`src/rtl/uart_tx_8n1_if.sv`:
```
// Byte-request handshake between a byte source and the UART transmitter.
// The source drives tx_start/tx_data; the transmitter reports tx_busy/tx_done.
interface uart_tx_8n1_if #(
    parameter int DATA_BITS = 8
);
    logic                 tx_start;
    logic [DATA_BITS-1:0] tx_data;
    logic                 tx_busy;
    logic                 tx_done;

    modport master (
        output tx_start,
        output tx_data,
        input  tx_busy,
        input  tx_done
    );

    modport slave (
        input  tx_start,
        input  tx_data,
        output tx_busy,
        output tx_done
    );
endinterface

```
`src/rtl/uart_tx_8n1.sv`:
```
// UART transmitter: start bit, DATA_BITS data bits LSB first, optional parity,
// STOP_BITS stop bits. baud_en is a one-cycle enable from the divider, not a clock.
module uart_tx_8n1 #(
    parameter int DATA_BITS  = 8,
    parameter int STOP_BITS  = 1,
    parameter int PARITY_EN  = 0,
    parameter int PARITY_ODD = 0
) (
    input  logic          clk_in,
    input  logic          rst,
    input  logic          baud_en,
    uart_tx_8n1_if.slave  bus,
    output logic          tx
);
    localparam int CNT_W = $clog2(DATA_BITS + 1);
    localparam logic [CNT_W-1:0] LAST_BIT = CNT_W'(DATA_BITS - 1);
    localparam logic ODD_INV   = (PARITY_ODD != 0);
    localparam logic LAST_STOP = (STOP_BITS == 2);

    typedef enum logic [2:0] {
        IDLE,
        PEND,
        START,
        DATA,
        PARITY,
        STOP
    } state_t;

    state_t               state;
    logic [DATA_BITS-1:0] shift;
    logic [CNT_W-1:0]     bit_cnt;
    logic                 stop_cnt;
    logic                 parity_bit;
    logic                 busy_q;
    logic                 done_q;

    assign bus.tx_busy = busy_q;
    assign bus.tx_done = done_q;

    // NOTE: all state is updated with non-blocking assignments so every
    // register samples the values from before this edge, independent of order.
    always_ff @(posedge clk_in) begin
        if (rst) begin
            state      <= IDLE;
            tx         <= 1'b1;
            busy_q     <= 1'b0;
            done_q     <= 1'b0;
            shift      <= '0;
            bit_cnt    <= '0;
            stop_cnt   <= 1'b0;
            parity_bit <= 1'b0;
        end else begin
            done_q <= 1'b0;
            case (state)
                IDLE: begin
                    tx <= 1'b1;
                    // Acceptance never consumes a tick, so PEND always waits
                    // for the next one and the start bit is a full period.
                    if (bus.tx_start) begin
                        shift      <= bus.tx_data;
                        bit_cnt    <= '0;
                        stop_cnt   <= 1'b0;
                        parity_bit <= (^bus.tx_data) ^ ODD_INV;
                        busy_q     <= 1'b1;
                        state      <= PEND;
                    end
                end
                PEND: begin
                    if (baud_en) begin
                        tx    <= 1'b0;
                        state <= START;
                    end
                end
                START: begin
                    if (baud_en) begin
                        tx    <= shift[0];
                        state <= DATA;
                    end
                end
                DATA: begin
                    if (baud_en) begin
                        shift   <= {1'b0, shift[DATA_BITS-1:1]};
                        bit_cnt <= bit_cnt + 1'b1;
                        if (bit_cnt == LAST_BIT) begin
                            if (PARITY_EN != 0) begin
                                tx    <= parity_bit;
                                state <= PARITY;
                            end else begin
                                tx    <= 1'b1;
                                state <= STOP;
                            end
                        end else begin
                            tx <= shift[1];
                        end
                    end
                end
                PARITY: begin
                    if (baud_en) begin
                        tx    <= 1'b1;
                        state <= STOP;
                    end
                end
                STOP: begin
                    tx <= 1'b1;
                    if (baud_en) begin
                        if (stop_cnt == LAST_STOP) begin
                            busy_q   <= 1'b0;
                            done_q   <= 1'b1;
                            stop_cnt <= 1'b0;
                            state    <= IDLE;
                        end else begin
                            stop_cnt <= 1'b1;
                        end
                    end
                end
                default: begin
                    tx     <= 1'b1;
                    busy_q <= 1'b0;
                    state  <= IDLE;
                end
            endcase
        end
    end
endmodule
```
`src/flat_wrapper.sv`:
```
// flat-port wrapper written by rule: the top's interface ports become plain ports
module uart_tx_8n1_flat 
#(
    parameter int DATA_BITS  = 8,
    parameter int STOP_BITS  = 1,
    parameter int PARITY_EN  = 0,
    parameter int PARITY_ODD = 0
)
  (clk_in, rst, baud_en, tx, bus_tx_start, bus_tx_data, bus_tx_busy, bus_tx_done);
  uart_tx_8n1_if #(.DATA_BITS(DATA_BITS)) bus_i ();
  input  logic clk_in;
  input  logic rst;
  input  logic baud_en;
  output logic tx;
  input wire logic [$bits(bus_i.tx_start)-1:0] bus_tx_start;
  input wire logic [$bits(bus_i.tx_data)-1:0] bus_tx_data;
  output wire logic [$bits(bus_i.tx_busy)-1:0] bus_tx_busy;
  output wire logic [$bits(bus_i.tx_done)-1:0] bus_tx_done;
  assign bus_i.tx_start = bus_tx_start;
  assign bus_i.tx_data = bus_tx_data;
  assign bus_tx_busy = bus_i.tx_busy;
  assign bus_tx_done = bus_i.tx_done;
  uart_tx_8n1 #(.DATA_BITS(DATA_BITS), .STOP_BITS(STOP_BITS), .PARITY_EN(PARITY_EN), .PARITY_ODD(PARITY_ODD)) u_core (.clk_in(clk_in), .rst(rst), .baud_en(baud_en), .bus(bus_i), .tx(tx));
endmodule
```
`config.mk`:
```
export PLATFORM = sky130hd
export DESIGN_NAME = uart_tx_8n1_flat
export DESIGN_NICKNAME = d
export VERILOG_FILES = /design/src/rtl/uart_tx_8n1_if.sv /design/src/rtl/uart_tx_8n1.sv /design/src/flat_wrapper.sv
export SDC_FILE = /design/constraint.sdc
export NUM_CORES = 1
export LEC_CHECK = 0
export CORE_ASPECT_RATIO = 1.25
export CORE_MARGIN = 2
export CORE_UTILIZATION = 46
export DETAILED_ROUTE_END_ITERATION = 16
export GPL_ROUTABILITY_DRIVEN = 0
export PLACE_DENSITY = 0.73
export REMOVE_ABC_BUFFERS = 1
export SETUP_SLACK_MARGIN = 0.5
export SLEW_MARGIN = 20
export SYNTH_ARGS = -nofsm -noshare
export SYNTH_HDL_FRONTEND = slang
export SYNTH_SLANG_ARGS = --single-unit
export TNS_END_PERCENT = 5
```
`constraint.sdc`:
```
create_clock -name clk_in -period 1.2 [get_ports clk_in]
set_input_delay 0.24 -clock clk_in [delete_from_list [all_inputs] [get_ports clk_in]]
set_output_delay 0.24 -clock clk_in [all_outputs]
set_load 0.02 [all_outputs]
```
==> run_results.csv <==
group,metric,value,unit
clock_network,htreeDepth,1,
global_routing,grt_pass1_wl,3505,um
timing,period_needed,1312,ps
timing,maxSlewViolCount,0,
power_and_ir_drop,finalPower,1.272,mW
floorplanning,fp.dieW,43.67,um
timing,setup-violations-final,15,
global_routing,grt-ovfl-total,0,
layout,fillCellCount,132,
detailed_routing,first_iter_violations,16,
setup_path,arrival,1500,ps
detailed_routing,vias,841,
floorplanning,start_util,50.03,%
power_and_ir_drop,max-vdd-ir-drop,0.8129,mV
floorplanning,ios,15,
layout,layout-area-overhead-vs-synth,44.26,%
global_routing,grt.total_usage,19.85,%
setup_path,path_max_fanout,8,
setup_path,startpoint_type,"flop",
timing,fmax,762.3,MHz
synthesis,yosysWarnings,0,
timing,hold_viol_final,0,
detailed_routing,avgViaCountPerCell,5.840,
layout,stdcell_count,144,
setup_path,crit_chain,"or4b_4, nand2_8, a211oi_1",
setup_path,required,1390,ps
synthesis,synth-seq-cells,18,
worst_hold_path,hold_depth,3,
clock_network,clock-sinks,18,
synthesis,synth_seq_area_share,39.83,%
clock_network,root_buffer,"clkbuf_4",
setup_path,rrSetupSlack,-110,ps
run_status,failed_checks,"negative setup slack",
clock_network,worst_skew_pair.late_latency,290,ps
setup_path,crit_slowest_cell,"or4b_4",
timing,relSlewSlack,81.53,%
detailed_routing,drt_wl_total,2143,um
clock_network,cts_buffer_depth,2,
synthesis,synth.avg_cell_area,9.624,um^2
detailed_routing,drtPass1Iterations,4,
power_and_ir_drop,p_per_area,975.1,nW/um^2
setup_path,max_stage_delay,610,ps
detailed_routing,ant_nets,0,
timing,fin_skew,2.322,ps
layout,final_common_cell,"buf_4",
floorplanning,die-area,2340,um^2
flow_run,max-cap-violations,0,
detailed_routing,wl_per_cell,14.88,um
detailed_routing,drc,0,
timing,finalCritPeriodShare,109.3,%
synthesis,ys_types,36,
place,dp_cells,137,
floorplanning,placement_rows,17,
worst_hold_path,holdCritPathClass,"in2reg",
timing,tightest_slew,274.7,ps
layout,final_cell_mix,"19 x buf_4, 13 x dfxtp_1, 8 x clkdlybuf4s50_1, 7 x a21oi_2, 7 x mux2i_1",
place,hpwl,1479,um
setup_path,reg2reg_depth,3,
synthesis,synth_area,904.6,um^2
clock_network,numCtsBuffers,3,
synthesis,syn_inst,94,
layout,drive_above_1_share,40.00,%
layout,nets,140,
timing,layout_setup_ws,-111.8,ps
floorplanning,core,1808,um^2
floorplanning,dieHeight,53.58,um
global_routing,antenna_found_initial,0,
global_routing,grt_max_degree,10,
run_status,outcome,"finished with violations",
place,numPortBuffers,14,
global_routing,grt_pass1_vias,826,
layout,utilization,72.18,%
layout,register_area,371.6,um^2
power_and_ir_drop,p_leak,0.5776,nW
layout,multiInputGateArea,570.5,um^2
clock_network,cts-hold-fix-buffers,0,
setup_path,path_class,"reg2reg",
timing,rsz0062_at_grt,"yes",
clock_network,path_clk_slew,100,ps
clock_network,cts_tree,"built",
layout,diodes,0,
setup_path,cp-end-kind,"flop",
[critical path, delay by kind of cell, from the launching register on]
family / cells / cell delay [ps]
compound gates: 1 / 80
flops: 1 / 380
simple gates: 2 / 750
[power breakdown]
group          internal, mW  switching [mW]
registers             0.637          0.0335
logic                 0.158           0.144
clock network         0.117           0.183
[path summary, 6_finish.rpt]
path | startpoint | to
hold reg to reg | u_core.shift[7] | u_core.shift[7]
setup / recovery | u_core.state[0] | u_core.bit_cnt[0]
setup reg to reg | u_core.state[0] | u_core.bit_cnt[0]
hold / removal | rst | u_core.bit_cnt[3]
[registers in the layout, indices dropped and copies added, names as in the netlist]
register / count
u_core.tx: 1
u_core.bus.tx_busy: 1
u_core.bit_cnt: 4
u_core.bus.tx_done: 1
u_core.state: 3
u_core.shift: 8
[kinds of logic after synthesis]
logic type	after synthesis	share of synthesized area [%]
AND/OR/NAND/NOR	26	21.30
flip-flops	18	39.83
multiplexers	8	8.852
adder cells (fa/ha/maj)	1	1.383
buffers and inverters	10	6.223
XOR/XNOR	1	0.9684
AO/OA/AOI/OAI	30	21.44
[cell usage after synthesis]
cell / n / area, um^2
or3_1: 3 / 18.77
nand3_1: 3 / 15.01
a2111oi_0: 1 / 8.760
o2111ai_1: 1 / 8.760
o21ai_0: 2 / 10.01
and4_1: 1 / 8.760
o21bai_1: 1 / 7.510
buf_2: 3 / 15.01
and4b_1: 1 / 10.01
xnor2_1: 1 / 8.760
nand4bb_1: 1 / 11.26
nand2_1: 3 / 11.26
a211oi_1: 2 / 15.01
nand4b_4: 1 / 23.77
a21oi_1: 13 / 65.06
nor3_1: 1 / 5.000
a22oi_1: 1 / 7.510
buf_4: 2 / 15.01
clkinv_1: 1 / 3.750
and3b_1: 1 / 8.760
mux2i_1: 8 / 80.08
dfxtp_1: 18 / 360.4
nor4b_2: 1 / 15.01
nand3b_1: 2 / 15.01
nor2b_1: 1 / 6.260
buf_6: 1 / 11.26
ha_1: 1 / 12.51
nand2_2: 1 / 6.260
o2111a_1: 1 / 11.26
clkbuf_1: 1 / 3.750
nor4_1: 2 / 12.51
or4b_4: 1 / 13.76
o31ai_1: 7 / 52.55
inv_1: 2 / 7.510
nor2_1: 3 / 11.26
o21a_1: 1 / 7.510
[cell type report]
class / instances / area share, %
flip-flops and latches: 18 / 28.48
well taps: 19 / 1.822
inverters: 3 / 0.8629
multi-input cells: 66 / 43.72
clock buffers: 3 / 1.726
repair buffers: 35 / 23.39
[routing by layer]
metal	routed length, um	global-route usage (%)
met5	0	0
met4	19	8.586
met3	83	2.685
met2	1144	36.27
met1	895	22.82
[repair_timing]
| action | CTS | global route |
|---|---|---|
| gates resized for setup | 31 | 15 |
| setup buffers | 2 | 2 |
| pin swaps | 6 | 6 |
| setup endpoints to repair | 21 | 21 |
[through the flow]
stage	area [um^2]	hold slack (ps)	setup slack, ps	TNS, ps
floorplan	859.6	309.1	-333.7	-2225
global placement	1151	464.2	-427.4	-6160
detailed placement	1151	469.9	-467.2	-6633
CTS	1239	444.3	-89.01	-1049
global route	1305	462.9	-139.9	-1837
finish	1305	455.4	-111.8	-1160
Note: power is estimated with default switching activity, not from simulation.
